==> src/rtl/binary_search_ctrl.sv <==
// binary_search_ctrl: finds the value of an operand A that can only be observed
// through a magnitude comparator. The controller drives the comparator's B input
// (probe) and reads back the gt/lt/eq flags. It narrows [lo, hi] by one compare
// per cycle until it sees equality, or it stops with an error when the flags
// become inconsistent.
module binary_search_ctrl #(
  parameter  int WIDTH  = 8,
  localparam int ITER_W = $clog2(WIDTH + 2)
) (
  input  logic              clk,
  input  logic              rst_n,
  input  logic              start,
  output logic [WIDTH-1:0]  probe,
  input  logic              cmp_gt,
  input  logic              cmp_lt,
  input  logic              cmp_eq,
  output logic              busy,
  output logic              done,
  output logic [WIDTH-1:0]  result,
  output logic              error,
  output logic [ITER_W-1:0] iters
);

  typedef enum logic [1:0] {
    IDLE,
    SEARCH,
    FINISH
  } state_t;

  localparam logic [WIDTH-1:0]  MAX_VAL     = '1;
  localparam logic [WIDTH-1:0]  FIRST_PROBE = MAX_VAL >> 1;
  // A consistent comparator resolves any value in at most WIDTH+1 compares.
  localparam logic [ITER_W-1:0] ITER_LIMIT  = ITER_W'(WIDTH + 1);

  state_t              state, state_d;
  logic [WIDTH-1:0]    lo, lo_d;
  logic [WIDTH-1:0]    hi, hi_d;
  logic [WIDTH-1:0]    probe_d;
  logic [WIDTH-1:0]    result_d;
  logic [ITER_W-1:0]   iters_d;
  logic                error_d;
  logic                abort;

  // Midpoint computed one bit wider so lo + (hi - lo)/2 can never wrap.
  function automatic logic [WIDTH-1:0] midpoint(input logic [WIDTH-1:0] l,
                                                input logic [WIDTH-1:0] h);
    logic [WIDTH:0] sum;
    sum = {1'b0, l} + (({1'b0, h} - {1'b0, l}) >> 1);
    return sum[WIDTH-1:0];
  endfunction

  // State register; reset aborts any search in flight without a done pulse.
  always_ff @(posedge clk or negedge rst_n) begin
    if (!rst_n) begin
      state <= IDLE;
    end else begin
      state <= state_d;
    end
  end

  // Search datapath registers: bounds, probe and the held results.
  always_ff @(posedge clk or negedge rst_n) begin
    // NOTE: sequential state uses <= so every register samples pre-edge values.
    if (!rst_n) begin
      lo     <= '0;
      hi     <= '0;
      probe  <= '0;
      result <= '0;
      iters  <= '0;
      error  <= 1'b0;
    end else begin
      lo     <= lo_d;
      hi     <= hi_d;
      probe  <= probe_d;
      result <= result_d;
      iters  <= iters_d;
      error  <= error_d;
    end
  end

  // Next-state and datapath update: one compare is consumed per SEARCH cycle.
  always_comb begin
    // NOTE: everything assigned here gets a default first, so no path infers a latch.
    state_d  = state;
    lo_d     = lo;
    hi_d     = hi;
    probe_d  = probe;
    result_d = result;
    iters_d  = iters;
    error_d  = error;
    abort    = 1'b0;

    unique case (state)
      IDLE: begin
        if (start) begin
          lo_d     = '0;
          hi_d     = MAX_VAL;
          probe_d  = FIRST_PROBE;
          iters_d  = '0;
          error_d  = 1'b0;
          result_d = '0;
          state_d  = SEARCH;
        end
      end

      SEARCH: begin
        iters_d = iters + 1'b1;
        if (!$onehot({cmp_gt, cmp_lt, cmp_eq})) begin
          abort = 1'b1;
        end else if (cmp_eq) begin
          result_d = probe;
          state_d  = FINISH;
        end else if (cmp_gt) begin
          if (probe == MAX_VAL) begin
            abort = 1'b1;
          end else begin
            lo_d = probe + 1'b1;
            if (lo_d > hi) abort = 1'b1;
            else           probe_d = midpoint(lo_d, hi);
          end
        end else begin
          if (probe == '0) begin
            abort = 1'b1;
          end else begin
            hi_d = probe - 1'b1;
            if (lo > hi_d) abort = 1'b1;
            else           probe_d = midpoint(lo, hi_d);
          end
        end

        // Out of compares without equality: the comparator cannot be trusted.
        if (!abort && state_d == SEARCH && iters_d == ITER_LIMIT) abort = 1'b1;

        if (abort) begin
          error_d  = 1'b1;
          result_d = '0;
          state_d  = FINISH;
        end
      end

      FINISH: begin
        state_d = IDLE;
      end

      default: begin
        state_d = IDLE;
      end
    endcase
  end

  // Status outputs decoded directly from the state.
  always_comb begin
    busy = (state == SEARCH);
    done = (state == FINISH);
  end

endmodule

==> config.mk <==
export PLATFORM = sky130hd
export DESIGN_NAME = binary_search_ctrl
export DESIGN_NICKNAME = d
export VERILOG_FILES = /design/src/rtl/binary_search_ctrl.sv
export SDC_FILE = /design/constraint.sdc
export NUM_CORES = 1
export LEC_CHECK = 0
export BUFFER_PORTS_ARGS = -buffer_cell sky130_fd_sc_hd__buf_4
export CORE_MARGIN = 3
export CORE_UTILIZATION = 52
export DETAILED_ROUTE_END_ITERATION = 8
export PLACE_DENSITY_LB_ADDON = 0.08
export SKIP_LAST_GASP = 1
export SLEW_MARGIN = 20
export SYNTH_ARGS = -nofsm -noshare
export SYNTH_HDL_FRONTEND = slang
export SYNTH_SLANG_ARGS = --single-unit
==> constraint.sdc <==
create_clock -name clk -period 3.8 [get_ports clk]
set_input_delay 0.76 -clock clk [delete_from_list [all_inputs] [get_ports clk]]
set_output_delay 0.76 -clock clk [all_outputs]
set_load 0.02 [all_outputs]
# Word-level counts from Yosys, hierarchy flattened
# Cells that the tools add are included.
# totals
ff_bits	39
latchBits	0
ram_bits	0
rom_bits	0
inputBits	6
elab_cells	96
memories	0
# classes
n_addsub	9
multipliers	0
div_mod_pow	0
n_lt_le_gt_ge	2
eq_ne	20
shifts	0
muxes	46
bitwise	0
reduce_logical	12
# ops
operator	n
$mux W8	21
$pmux W8 S2	4
$sub A8 B8 Y9	2
$add A8 B8 Y8	2
$gt A8 B8 Y1	2
$mux W1	12
$ne A2 B2 Y1 const B	6
$ne A3 B3 Y1 const B	4
$reduce_and A6 Y1	2
$mux W2	5
$add A8 B1 Y8 const B	1
$eq A8 B8 Y1 const B	1
$logic_not A8 Y1	1
$pmux W4 S2	1
$reduce_and A8 Y1	1
$sub A8 B1 Y8 const B	1
$eq A2 B1 Y1 const B	3
$add A4 B1 Y4 const B	1
$eq A4 B4 Y1 const B	1
$mux W4	1
$ne A2 B1 Y1 const B	2
$pmux W2 S2	1
$reduce_and A4 Y1	1
$ne A3 B1 Y1 const B	1
other kinds (11)	12

# Logic depth before layout (Yosys ltp)
# Gate-level depths: netlist of the first run.
# logic_depth
depth_word	15
mapped_depth	17
ltp_nobuf	16

# Worst setup path after synthesis of the first run
# OpenSTA, ideal clock, no wires.
# synth_timing
kind	reg2reg
start	reg probe[0]
end	reg probe[7]
setup_ns	0.138
arrival_time_ns	3.543
required_ns	3.662
setup_slack_ns	0.119
path_stages_with_launch	18
n_path_buf	1
path_cell_list	dfrtp_1 buf_6 inv_1 ha_1 inv_1 ha_1 o211ai_2 nand2_1 a21o_1 a211oi_1 nor3_1 ha_1 nand3_1 o211ai_1 o41ai_1 xor3_1 nand4_1 o221ai_1
# synth_via
elab_chain_len	9
# synth_rtl
item	line	text
start, declared	13	output logic [WIDTH-1:0] probe,
start signal, assigned	74	probe <= probe_d;
$sub A8 B1 Y8 / $add A8 B1 Y8 (equally long branches)	125, 117	
$sub A8 B8 Y9	48	sum = {1'b0, l} + (({1'b0, h} - {1'b0, l}) >> 1);
$add A8 B8 Y8	48	
$mux W8, on equally long branches	126, 118	
$mux W8, on equally long branches	122, 114	
$mux W8	113	end else if (cmp_gt) begin
$mux W8	110	end else if (cmp_eq) begin
$mux W8	108	if (!$onehot({cmp_gt, cmp_lt, cmp_eq})) begin
$pmux W8 S2	93	unique case (state)
# Parallel ways exist; a longest one is shown, timed or not. The select of a mux whose other input is x is not followed.
# A chain may end at the register's enable or synchronous reset.

# Worst setup path after layout of the first run
# layout_timing
start	reg probe[1]
end	reg probe[7]
# The elaborated chain is that of the path after synthesis.

==> results of run 1 <==
==> cell type report <==
cell class              instances  share of cell area [%]
inverters                      29                    2.82
multi-input cells             301                    57.6
repair buffers                 43                    8.37
flip-flops and latches         39                    25.4
well taps                      75                    2.43
clock buffers                   6                    1.88
clock inverters                 2                    1.56
==> flip-flops by register name, indices dropped and copies added (netlist names) <==
register	flops
state	2
error	1
lo	8
result	8
iters	4
hi	8
probe	8
==> metrics by stage <==
stage | utilization (%) | instance area (um^2)
floorplan | - | 3320
global placement | 60.0 | 3640
detailed placement | 60.0 | 3640
CTS | 62.3 | 3780
global route | 63.6 | 3860
finish | 63.6 | 3860
==> routing by layer <==
layer	vias to the layer above	track usage [%]
met3	11	3.27
met2	93	35.2
li1	1421	-
met1	1360	36.7
met5	-	0
met4	0	5.76
==> worst min-delay path by stage <==
stage,endpoint,slack (ns),cells after the start
3_3_place_gp,lo[7]$_DFFE_PN0P_,0.46,2
4_1_cts,lo[5]$_DFFE_PN0P_,0.44,1
2_1_floorplan,lo[7]$_DFFE_PN0P_,0.45,2
6_report,lo[5]$_DFFE_PN0P_,0.43,1
5_1_grt,lo[5]$_DFFE_PN0P_,0.47,1
3_5_place_dp,lo[7]$_DFFE_PN0P_,0.48,2
==> cells by family (layout without fill, tap and decap cells) <==
logic type / Yosys count / after routing / share of synthesized area (%)
AO/OA/AOI/OAI: 110 / 110 / 21.3
XOR/XNOR: 35 / 35 / 9.68
adder cells (fa/ha/maj): 38 / 38 / 15.4
buffers and inverters: 45 / 80 / 6.32
flip-flops: 39 / 39 / 29.4
multiplexers: 4 / 4 / 1.51
AND/OR/NAND/NOR: 114 / 114 / 16.3
==> synthesized netlist by cell type (all sizes together) (9+ instances only) <==
cell | instances | area [um^2]
a21oi | 29 | 149
buf | 9 | 75.1
nor3 | 11 | 55.1
xor2 | 17 | 149
ha | 33 | 413
inv | 29 | 109
nand3 | 9 | 50.1
o21ai | 29 | 149
nor2 | 33 | 126
dfrtp | 39 | 976
nand2 | 38 | 143
xnor2 | 17 | 149
==> what timing repair did <==
action	CTS	global route
pin swaps	0	4
gates resized for setup	1	18
endpoints found under the setup margin	1	3
hold endpoints to repair	0	0
buffers inserted	0	0
==> cells in the final DEF, fill, tap and decap left out, types with 6 or more instances in the layout <==
master / n
dfrtp_1: 37
ha_1: 28
a22oi_1: 7
nor3_1: 11
nor2b_1: 8
o21ai_0: 26
xor2_1: 15
inv_1: 28
a21oi_1: 25
nand3_1: 8
nor2_1: 32
buf_4: 43
a21o_1: 8
a31oi_1: 6
xnor2_1: 17
nand2_1: 38
==> results by group, run 1 <==
Outcome
  – Status: finished, final reports clean

Floorplan
  – Die area: 7390 um^2
  – # rows: 28
  – Die H: 85.9 um
  – Die width: 85.9 um
  – Starting Density: 54.8%
  – Io pins: 29
  – Core ar.: 6060 um^2

Timing
  – Clk_skew: 0.00979 ns
  – Hold slack: 0.429 ns
  – Final setup margin: 0.239 ns
  – Slew of the pin with the lowest slew margin: 0.937 ns
  – Unrepaired setup endpoints after global routing: yes
  – Final setup viols: 0
  – Post-Route Setup TNS: 0 ns
  – Max-slew headroom at the worst pin: 37.4%
  – Final Hold Fails: 0
  – Final cycle utilization of the critical path: 93.7%
  – Fmax: 281 MHz
  – Max-slew violations: 0
  – Min Tclk post-route: 3.56 ns

Synth
  – Ys async rst share: 100%
  – Synth warn: 0
  – Sequential element share of the synthesized area: 29.4%
  – Syn Area/Cell: 8.63 um^2
  – Syn Inst Count: 385
  – Synthesized Nets: 429
  – Cell area after synthesis: 3320 um^2
  – Post-synthesis register bit count: 39
  – EDFF count, synth: 0
  – Post-synth top flop: dfrtp_1
  – Post-synth cell types: 54

Clocking
  – Clock-pin slew on the worst setup and hold paths: 0.09 ns
  – Inserted Clock Buffers: 5
  – Worst-skew pair later-pin latency: 0.30 ns
  – Sink Count: 39
  – CTS tree: yes
  – H-tree depth: 2
  – Hold-fix buffers at CTS: 0
  – Root Driver: clkbuf_8
  – Deepest clock path buffer count: 2

Drt
  – DR WL met2: 3.76 mm
  – Routed wl met3: 500 um
  – Top Metal Used: met4
  – DR pass1 iterations: 5
  – Vias post-DR: 2885
  – Post-route ant nets: 0
  – Detailed-route wire length per cell: 17.2 um
  – Via-to-Cell Ratio: 5.83
  – WL final: 8.51 mm
  – Residual DRC: 0
  – Routed metal-1 wirelength: 4.13 mm
  – Initial DRC count: 250

Setup path
  – Critical-path cell with the highest stage delay: dfrtp_2
  – Worst Path Class, Setup: register to register
  – Critical path's largest stage delay: 0.45 ns
  – R2R Setup Slk: 0.24 ns
  – Sum of buffers and inverters on the critical path: 1
  – Crit path required time: 3.96 ns
  – Crit path launch type: register
  – Crit path launch: probe[1]$_DFFE_PN0P_
  – CP Max Fanout: 6
  – Crit path capture: probe[7]$_DFFE_PN0P_
  – Capturing element type of the critical path: register
  – WP depth: 15
  – RR Endpoint: probe[7]$_DFFE_PN0P_
  – Crit-path cells: inv_1 -> ha_4 -> nand2_1 -> xnor2_1 -> ha_1 -> a21o_1 -> a21oi_2 -> nand2_1 -> a21oi_1 -> xnor2_1 -> ha_1 -> o21ai_0 -> a22o_1 -> xnor2_1 -> o221ai_1
  – CP dominant cell by count: xnor2_1
  – Register-to-Register Path Depth: 15
  – Arr. time, crit path: 3.72 ns
  – Top Family by Delay on Critical Path: compound AO/OA/AOI/OAI gates
  – RR Startpoint: probe[1]$_DFFE_PN0P_

Cells and area
  – Multi-input gate area: 2220 um^2
  – Nets: 463
  – Register area: 978 um^2
  – Share of cells above drive strength 1: 19.0%
  – Non-filler cells, final: 495
  – Synth-to-layout area growth: 16.0%
  – Antenna cells: 0
  – FILL cells: 508

Global route
  – Overflow after GRT: 0
  – Vias in the first global route: 2672
  – All-Layer GR Usage: 23.9%
  – First-pass GRT wire length: 13.8 mm
  – Largest net degree at the start of global routing: 40
  – Initial antenna violation count: 0

Place
  – Port bufs: 28
  – Hpwl dp: 6.60 mm
  – Placed insts: 487
  – Placement Setup Slack: -0.0260 ns
  – Routability Congestion: 0.925

Flow run
  – Number of max-cap violations: 0

Hold path
  – Worst Hold Class: primary input to async pin
Power of run 1 is left out: the tool's default activity adds up to more than one toggle a clock period on the data nets, which glitch-free logic cannot reach.
==> run 2, diff against run 1 <==
- MAX_ROUTING_LAYER: default -> met4
- RECOVER_POWER: default -> 25
==> run 2 against run 1 <==
Compared with the run above: highest routed layer unchanged; sequential share of layout area barely moved; the run now ends with design-rule violations, max-capacitance violations, max-slew violations left; hold slack improved by 0.066 ns; first-iteration DRC count down 8.4%; critical path type unchanged; fmax shrank 0.62%.
==> results by group, run 2 (synthesis gave the netlist of run 1 again) <==
Outcome
  – Status: complete, but fails checks
  – Failing checks: design-rule violations, max-capacitance violations, max-slew violations

Setup path
  – CP Max Fanout: 6 (unchanged)
  – RR Startpoint: probe[1]$_DFFE_PN0P_
  – Crit path launch type: register
  – Sum of buffers and inverters on the critical path: 1 (unchanged)
  – Crit path required time: 3.97 ns (about the same)
  – CP dominant cell by count: xnor2_1
  – Capturing element type of the critical path: register
  – Top Family by Delay on Critical Path: compound AO/OA/AOI/OAI gates
  – Critical-path cell with the highest stage delay: dfrtp_2
  – Crit-path cells: inv_1 -> ha_4 -> nand2_1 -> xnor2_1 -> ha_1 -> a21o_1 -> a21oi_2 -> nand2_1 -> a21oi_1 -> xnor2_1 -> ha_1 -> o21ai_0 -> a22o_1 -> xnor2_1 -> o221ai_1
  – Critical path's largest stage delay: 0.45 ns (about the same)
  – RR Endpoint: probe[7]$_DFFE_PN0P_
  – Arr. time, crit path: 3.75 ns (+0.03 ns)
  – Register-to-Register Path Depth: 15 (unchanged)
  – R2R Setup Slk: 0.22 ns (-0.02 ns)
  – Worst Path Class, Setup: register to register

Global route
  – Initial antenna violation count: 0 (unchanged)
  – Overflow after GRT: 0 (unchanged)
  – Vias in the first global route: 2672 (unchanged)
  – First-pass GRT wire length: 13.8 mm (about the same)
  – All-Layer GR Usage: 24.6% (+0.73 points)
  – Largest net degree at the start of global routing: 40 (unchanged)

Floorplan
  – Die width: 85.9 um (unchanged)
  – Core ar.: 6060 um^2 (unchanged)
  – # rows: 28 (unchanged)
  – Io pins: 29 (unchanged)
  – Die area: 7390 um^2 (unchanged)
  – Die H: 85.9 um (unchanged)
  – Starting Density: 54.8% (unchanged)

Timing
  – Post-Route Setup TNS: 0 ns (unchanged)
  – Min Tclk post-route: 3.58 ns (+0.0222 ns)
  – Fmax: 279 MHz (-0.62%)
  – Unrepaired setup endpoints after global routing: yes
  – Clk_skew: 0.00853 ns (-0.00126 ns)
  – Slew of the pin with the lowest slew margin: 2.11 ns (+1.17 ns)
  – Final cycle utilization of the critical path: 94.3% (+0.59 points)
  – Final Hold Fails: 0 (unchanged)
  – Max-slew violations: 40 (+40)
  – Final setup viols: 0 (unchanged)
  – Max-slew headroom at the worst pin: -40.7% (-78 points)

Drt
  – Routed wl met3: 452 um (-9.6%)
  – Routed metal-1 wirelength: 4.13 mm (about the same)
  – Vias post-DR: 2858 (-0.94%)
  – Via-to-Cell Ratio: 5.77 (-0.94%)
  – Initial DRC count: 229 (-8.4%)
  – Residual DRC: 1 (+1)
  – Top Metal Used: met4
  – Post-route ant nets: 0 (unchanged)
  – DR pass1 iterations: 7 (+2)
  – WL final: 8.50 mm (-0.13%)
  – DR WL met2: 3.80 mm (+1.1%)
  – Detailed-route wire length per cell: 17.2 um (-0.13%)

Hold path
  – Hold EP: lo[7]$_DFFE_PN0P_
  – Worst Hold Class: register to register
  – Worst hold path depth: 2
  – HP Start: lo[7]$_DFFE_PN0P_

Clocking
  – CTS tree: yes
  – Clock-pin slew on the worst setup and hold paths: 0.08 ns (about the same)
  – Deepest clock path buffer count: 2 (unchanged)
  – H-tree depth: 2 (unchanged)
  – Sink Count: 39 (unchanged)
  – Root Driver: clkbuf_8
  – Inserted Clock Buffers: 5 (unchanged)
  – Worst-skew pair later-pin latency: 0.30 ns (about the same)

Cells and area
  – Synth-to-layout area growth: 15.9% (about the same)
  – Most common cell after layout, fill and taps aside: buf_4
  – Antenna cells: 0 (unchanged)
  – Share of cells above drive strength 1: 18.8% (-0.24 points)
  – Commonest cells after routing, fill and taps aside: buf_4, nand2_1, dfrtp_1, nor2_1
  – Nets: 463 (unchanged)

Place
  – Hpwl dp: 6.60 mm (unchanged)
  – Routability Congestion: 0.941 (+1.8%)
  – Port bufs: 28 (unchanged)

Flow run
  – Number of max-cap violations: 1 (+1)
-- run 2: changes by cell type in the layout (fill, tap and decap cells not counted) --
cell / change
buf_4: -1
clkbuf_1: +1
-- run 2: final cells by class --
class	count	area [um^2]
clock inverters	2	60.1
fillers	510	2210
well taps	75	93.8
multi-input cells	301	2220
inverters	29	109
repair buffers	43	319
flip-flops and latches	39	978
clock buffers	6	72.6
-- run 2: layer usage --
layer	track usage [%]	vias to the layer above
met2	35.0	81
met4	5.76	0
li1	-	1419
met5	-	-
met1	36.9	1350
met3	3.27	8
-- run 2: through the flow --
stage	setup WS, ns	hold slack (ns)	utilization [%]	cells	cell area [um^2]
global route	-0.0245	0.552	63.6	495	3850
floorplan	0.119	0.450	-	385	3320
finish	0.216	0.495	63.6	495	3850
detailed placement	-0.0260	0.476	60.0	487	3640
global placement	0.0739	0.465	60.0	487	3640
CTS	0.0135	0.444	62.3	495	3780
-- run 2: worst max-delay path by stage --
stage                           end            startpoint  depth (start not counted)
2_1_floorplan  probe[7]$_DFFE_PN0P_  probe[0]$_DFFE_PN0P_                         17
3_3_place_gp   probe[7]$_DFFE_PN0P_  probe[0]$_DFFE_PN0P_                         16
3_5_place_dp   probe[7]$_DFFE_PN0P_  probe[0]$_DFFE_PN0P_                         16
4_1_cts        probe[5]$_DFFE_PN0P_  probe[0]$_DFFE_PN0P_                         15
5_1_grt        probe[5]$_DFFE_PN0P_  probe[1]$_DFFE_PN0P_                         15
6_report       probe[7]$_DFFE_PN0P_  probe[1]$_DFFE_PN0P_                         15
-- run 2: repair_timing --
| action | 4_1_cts | 5_1_grt |
|---|---|---|
| setup buffers | 0 | 0 |
| endpoints found under the setup margin | 1 | 3 |
| gates resized for setup | 1 | 18 |
| hold buffers | 0 | 0 |
| pin swaps | 0 | 4 |
-- run 2: tightest hold or removal path: stages (launching register included) --
cell and delay [ns]:
dfrtp_1 0.35, nand2_1 0.05, o21ai_0 0.06
Power of run 2 is left out for the same reason.
==> run 3, diff against run 2 <==
- ABC_AREA: default -> 1
==> run 3 against run 2 <==
Compared with the run above: worst setup slack improved by 0.081 ns; register-to-register slack improved by 0.08 ns; clock skew rose by 0.0031 ns; the flow finishes with violations (max-capacitance violations, max-slew violations); wire length rose by 5.2%; via count increased by 14%; count of clock-buffer cells in the layout fell by 1; area after synthesis increased by 3.9%.
==> results by group, run 3 <==
Cells and area
  – Antenna cells: 0 (unchanged)
  – Share of cells above drive strength 1: 13.2% (-5.6 points)
  – Synth-to-layout area growth: 12.7%
  – Commonest cells after routing, fill and taps aside: nand2_1, inv_1, nor2_1, nand3_1, dfrtp_1
  – Most common cell after layout, fill and taps aside: nand2_1
  – Nets: 558 (+21%)

Clocking
  – Root Driver: clkbuf_8
  – Hold-fix buffers at CTS: 0 (unchanged)
  – Post-CTS Resized: 0 (-1)
  – Deepest clock path buffer count: 2 (unchanged)
  – Sink Count: 39 (unchanged)
  – Worst-skew pair later-pin latency: 0.30 ns (about the same)
  – Post-CTS repair timing setup buffer count: 0 (unchanged)
  – CTS tree: yes
  – Clock-pin slew on the worst setup and hold paths: 0.09 ns (about the same)
  – H-tree depth: 2 (unchanged)
  – Inserted Clock Buffers: 5 (unchanged)

Synth
  – Top cells by area, synth: dfrtp_1, nand2_1, ha_1, inv_1, nand3_1
  – Synth warn: 0 (unchanged)
  – Count leader, synth: nand2_1
  – Compound-Gate Fraction of Synth Area: 13.6% (-7.8 points)
  – Syn Inst Count: 479 (+24%)
  – Post-synthesis register bit count: 39 (unchanged)
  – Post-synth cell types: 35 (-35%)
  – Multiplexer share of the synthesized area: 0.290% (-1.2 points)
  – Top-area cell type share of the netlist area: 28.3% (-1.1 points)
  – Adder-Cell Fraction of Synth Area: 14.9% (-0.58 points)
  – Synthesized Nets: 523 (+22%)
  – Sequential element share of the synthesized area: 28.3% (-1.1 points)
  – Post-synth top flop: dfrtp_1
  – EDFF count, synth: 0 (unchanged)
  – Xor/xnor share of the synthesized area: 6.34% (-3.3 points)
  – Cell area after synthesis: 3450 um^2 (+3.9%)
  – Post-synthesis simple-gate area fraction: 27.9% (+12 points)
  – Syn Area/Cell: 7.21 um^2 (-17%)
  – Ys async rst share: 100% (unchanged)
  – Largest family of logic cells by synthesized area: simple AND/OR/NAND/NOR gates
  – Synth top cells by count: nand2_1, inv_1, nand3_1, nor2_1, dfrtp_1
  – Synth area leader: dfrtp_1

Place
  – Port bufs: 28 (unchanged)
  – Hpwl dp: 7.18 mm (+8.8%)
  – Routability Congestion: 0.991 (+5.3%)

Timing
  – Unrepaired setup endpoints after global routing: no
  – Final cycle utilization of the critical path: 92.2% (-2.1 points)
  – Post-Route Setup TNS: 0 ns (unchanged)
  – Max-slew headroom at the worst pin: -48.2% (-7.5 points)
  – Final Hold Fails: 0 (unchanged)
  – Fmax: 285 MHz (+2.3%)
  – Slew of the pin with the lowest slew margin: 2.22 ns (+0.112 ns)
  – Min Tclk post-route: 3.50 ns (-0.0807 ns)
  – Final setup viols: 0 (unchanged)
  – Clk_skew: 0.0116 ns (+0.00305 ns)
  – Max-slew violations: 40 (unchanged)

Floorplan
  – Die area: 7650 um^2 (+3.6%)
  – Die width: 87.5 um (+1.8%)
  – # rows: 29 (+3.6%)
  – Core ar.: 6390 um^2 (+5.4%)
  – Die H: 87.5 um (+1.8%)
  – Io pins: 29 (unchanged)
  – Starting Density: 54.1% (-0.78 points)

Drt
  – Vias post-DR: 3244 (+14%)
  – Detailed-route wire length per cell: 15.1 um (-12%)
  – Post-route ant nets: 0 (unchanged)
  – Initial DRC count: 261 (+14%)
  – Via-to-Cell Ratio: 5.48 (-5.1%)
  – DR pass1 iterations: 6 (-1)
  – Residual DRC: 0 (-1)
  – WL final: 8.94 mm (+5.2%)

Setup path
  – CP Max Fanout: 6 (unchanged)
  – Crit path capture: probe[7]$_DFFE_PN0P_
  – Crit-path cells: ha_1 -> xor2_1 -> inv_1 -> ha_1 -> nand2_1 -> nand2_1 -> a31oi_2 -> o21ai_1 -> a31oi_1 -> xor2_1 -> ha_1 -> a21oi_1 -> o21ai_0 -> a21oi_1 -> inv_1 -> nand3_1 -> nand3_1 -> nand3_1 -> nand2_1
  – R2R Setup Slk: 0.30 ns (+0.08 ns)
  – WP depth: 19 (+4)
  – Crit path launch: probe[0]$_DFFE_PN0P_
  – Register-to-Register Path Depth: 19 (+4)
  – Crit path required time: 3.99 ns (+0.02 ns)
  – RR Endpoint: probe[7]$_DFFE_PN0P_
  – Top Family by Delay on Critical Path: compound AO/OA/AOI/OAI gates
  – RR Startpoint: probe[0]$_DFFE_PN0P_
  – Worst Path Class, Setup: register to register
  – Arr. time, crit path: 3.69 ns (-0.06 ns)
  – Critical-path cell with the highest stage delay: dfrtp_1
  – Sum of buffers and inverters on the critical path: 2 (+1)
  – Capturing element type of the critical path: register
  – Crit path launch type: register
  – Critical path's largest stage delay: 0.45 ns (about the same)

Hold path
  – Worst Hold Class: register to register

Global route
  – Overflow after GRT: 0 (unchanged)
  – First-pass GRT wire length: 15.0 mm (+9.1%)
  – Vias in the first global route: 3116 (+17%)
  – Largest net degree at the start of global routing: 40 (unchanged)
  – Initial antenna violation count: 0 (unchanged)
  – All-Layer GR Usage: 26.1% (+1.5 points)

Outcome
  – Status: complete, but fails checks
  – Failing checks: max-capacitance violations, max-slew violations

Flow run
  – Number of max-cap violations: 1 (unchanged)
-- run 3: cell types whose count changed after synthesis, moves of 7 or more --
cell and delta:
a22oi_1 -7, nor2_1 +8, inv_1 +41, nor2b_1 -8
nand3_1 +32, nand2_1 +78, o22ai_1 +9, xnor2_1 -10
nor3_1 -9, clkbuf_1 -7
-- run 3: kinds of logic after synthesis --
| kind of cell | after synthesis |
|---|---|
| and+or+nand+nor | 221 |
| AOI/OAI and AO/OA | 78 |
| buffers and inverters | 77 |
| DFF | 39 |
| adders and majority gates | 38 |
| xor gates and xnor gates | 25 |
| muxes | 1 |
-- run 3: stage by stage --
step | utilization (%) | hold slack [ns] | cells | setup slack (ns) | area [um^2]
after floorplan | - | 0.464 | 479 | 0.543 | 3450
after global placement | 58.9 | 0.460 | 584 | 0.216 | 3760
after detailed placement | 58.9 | 0.460 | 584 | 0.163 | 3760
after CTS | 60.6 | 0.451 | 592 | 0.129 | 3870
after global routing | 60.9 | 0.502 | 592 | 0.00652 | 3890
final | 60.9 | 0.478 | 592 | 0.297 | 3890
-- run 3: area by class of cell --
class / instances / area [um^2]
Sequential cell: 39 / 977
Multi-Input combinational cell: 363 / 2190
Fill cell: 615 / 2490
Timing Repair Buffer: 32 / 236
Inverter: 73 / 274
Clock buffer: 5 / 68.8
Clock inverter: 3 / 43.8
Tap cell: 77 / 96.3
-- run 3: worst min-delay path by stage --
stage                           start                     to  slack (ns)  cells past startpoint
global placement    error$_DFFE_PN0P_      error$_DFFE_PN0P_        0.46                      2
CTS                             rst_n  result[5]$_DFFE_PN0P_        0.45                      1
global route        error$_DFFE_PN0P_      error$_DFFE_PN0P_        0.50                      2
detailed placement  error$_DFFE_PN0P_      error$_DFFE_PN0P_        0.46                      2
floorplan                       rst_n      error$_DFFE_PN0P_        0.46                      0
finish              error$_DFFE_PN0P_      error$_DFFE_PN0P_        0.48                      2
-- run 3: routing by layer --
| layer | up-vias | routed length [um] | part of all wire (%) | GRT usage (%) |
|---|---|---|---|---|
| met2 | 102 | 4130 | 46 | 41.4 |
| met1 | 1493 | 4090 | 46 | 35.6 |
| met5 | - | 0 | 0 | - |
| li1 | 1638 | - | - | - |
| met4 | 0 | 131 | 1.5 | 6.00 |
| met3 | 11 | 589 | 6.6 | 3.41 |
-- run 3: worst register-to-register path, stage by stage, from the launching register on --
cell and delay [ns]:
dfrtp_1 0.45, ha_1 0.27, xor2_1 0.20, inv_1 0.11, ha_1 0.37, nand2_1 0.10
nand2_1 0.08, a31oi_2 0.20, o21ai_1 0.13, a31oi_1 0.17, xor2_1 0.19, ha_1 0.29
a21oi_1 0.15, o21ai_0 0.09, a21oi_1 0.21, inv_1 0.07, nand3_1 0.08, nand3_1 0.09
nand3_1 0.09, nand2_1 0.05
Power of run 3 is left out for the same reason.
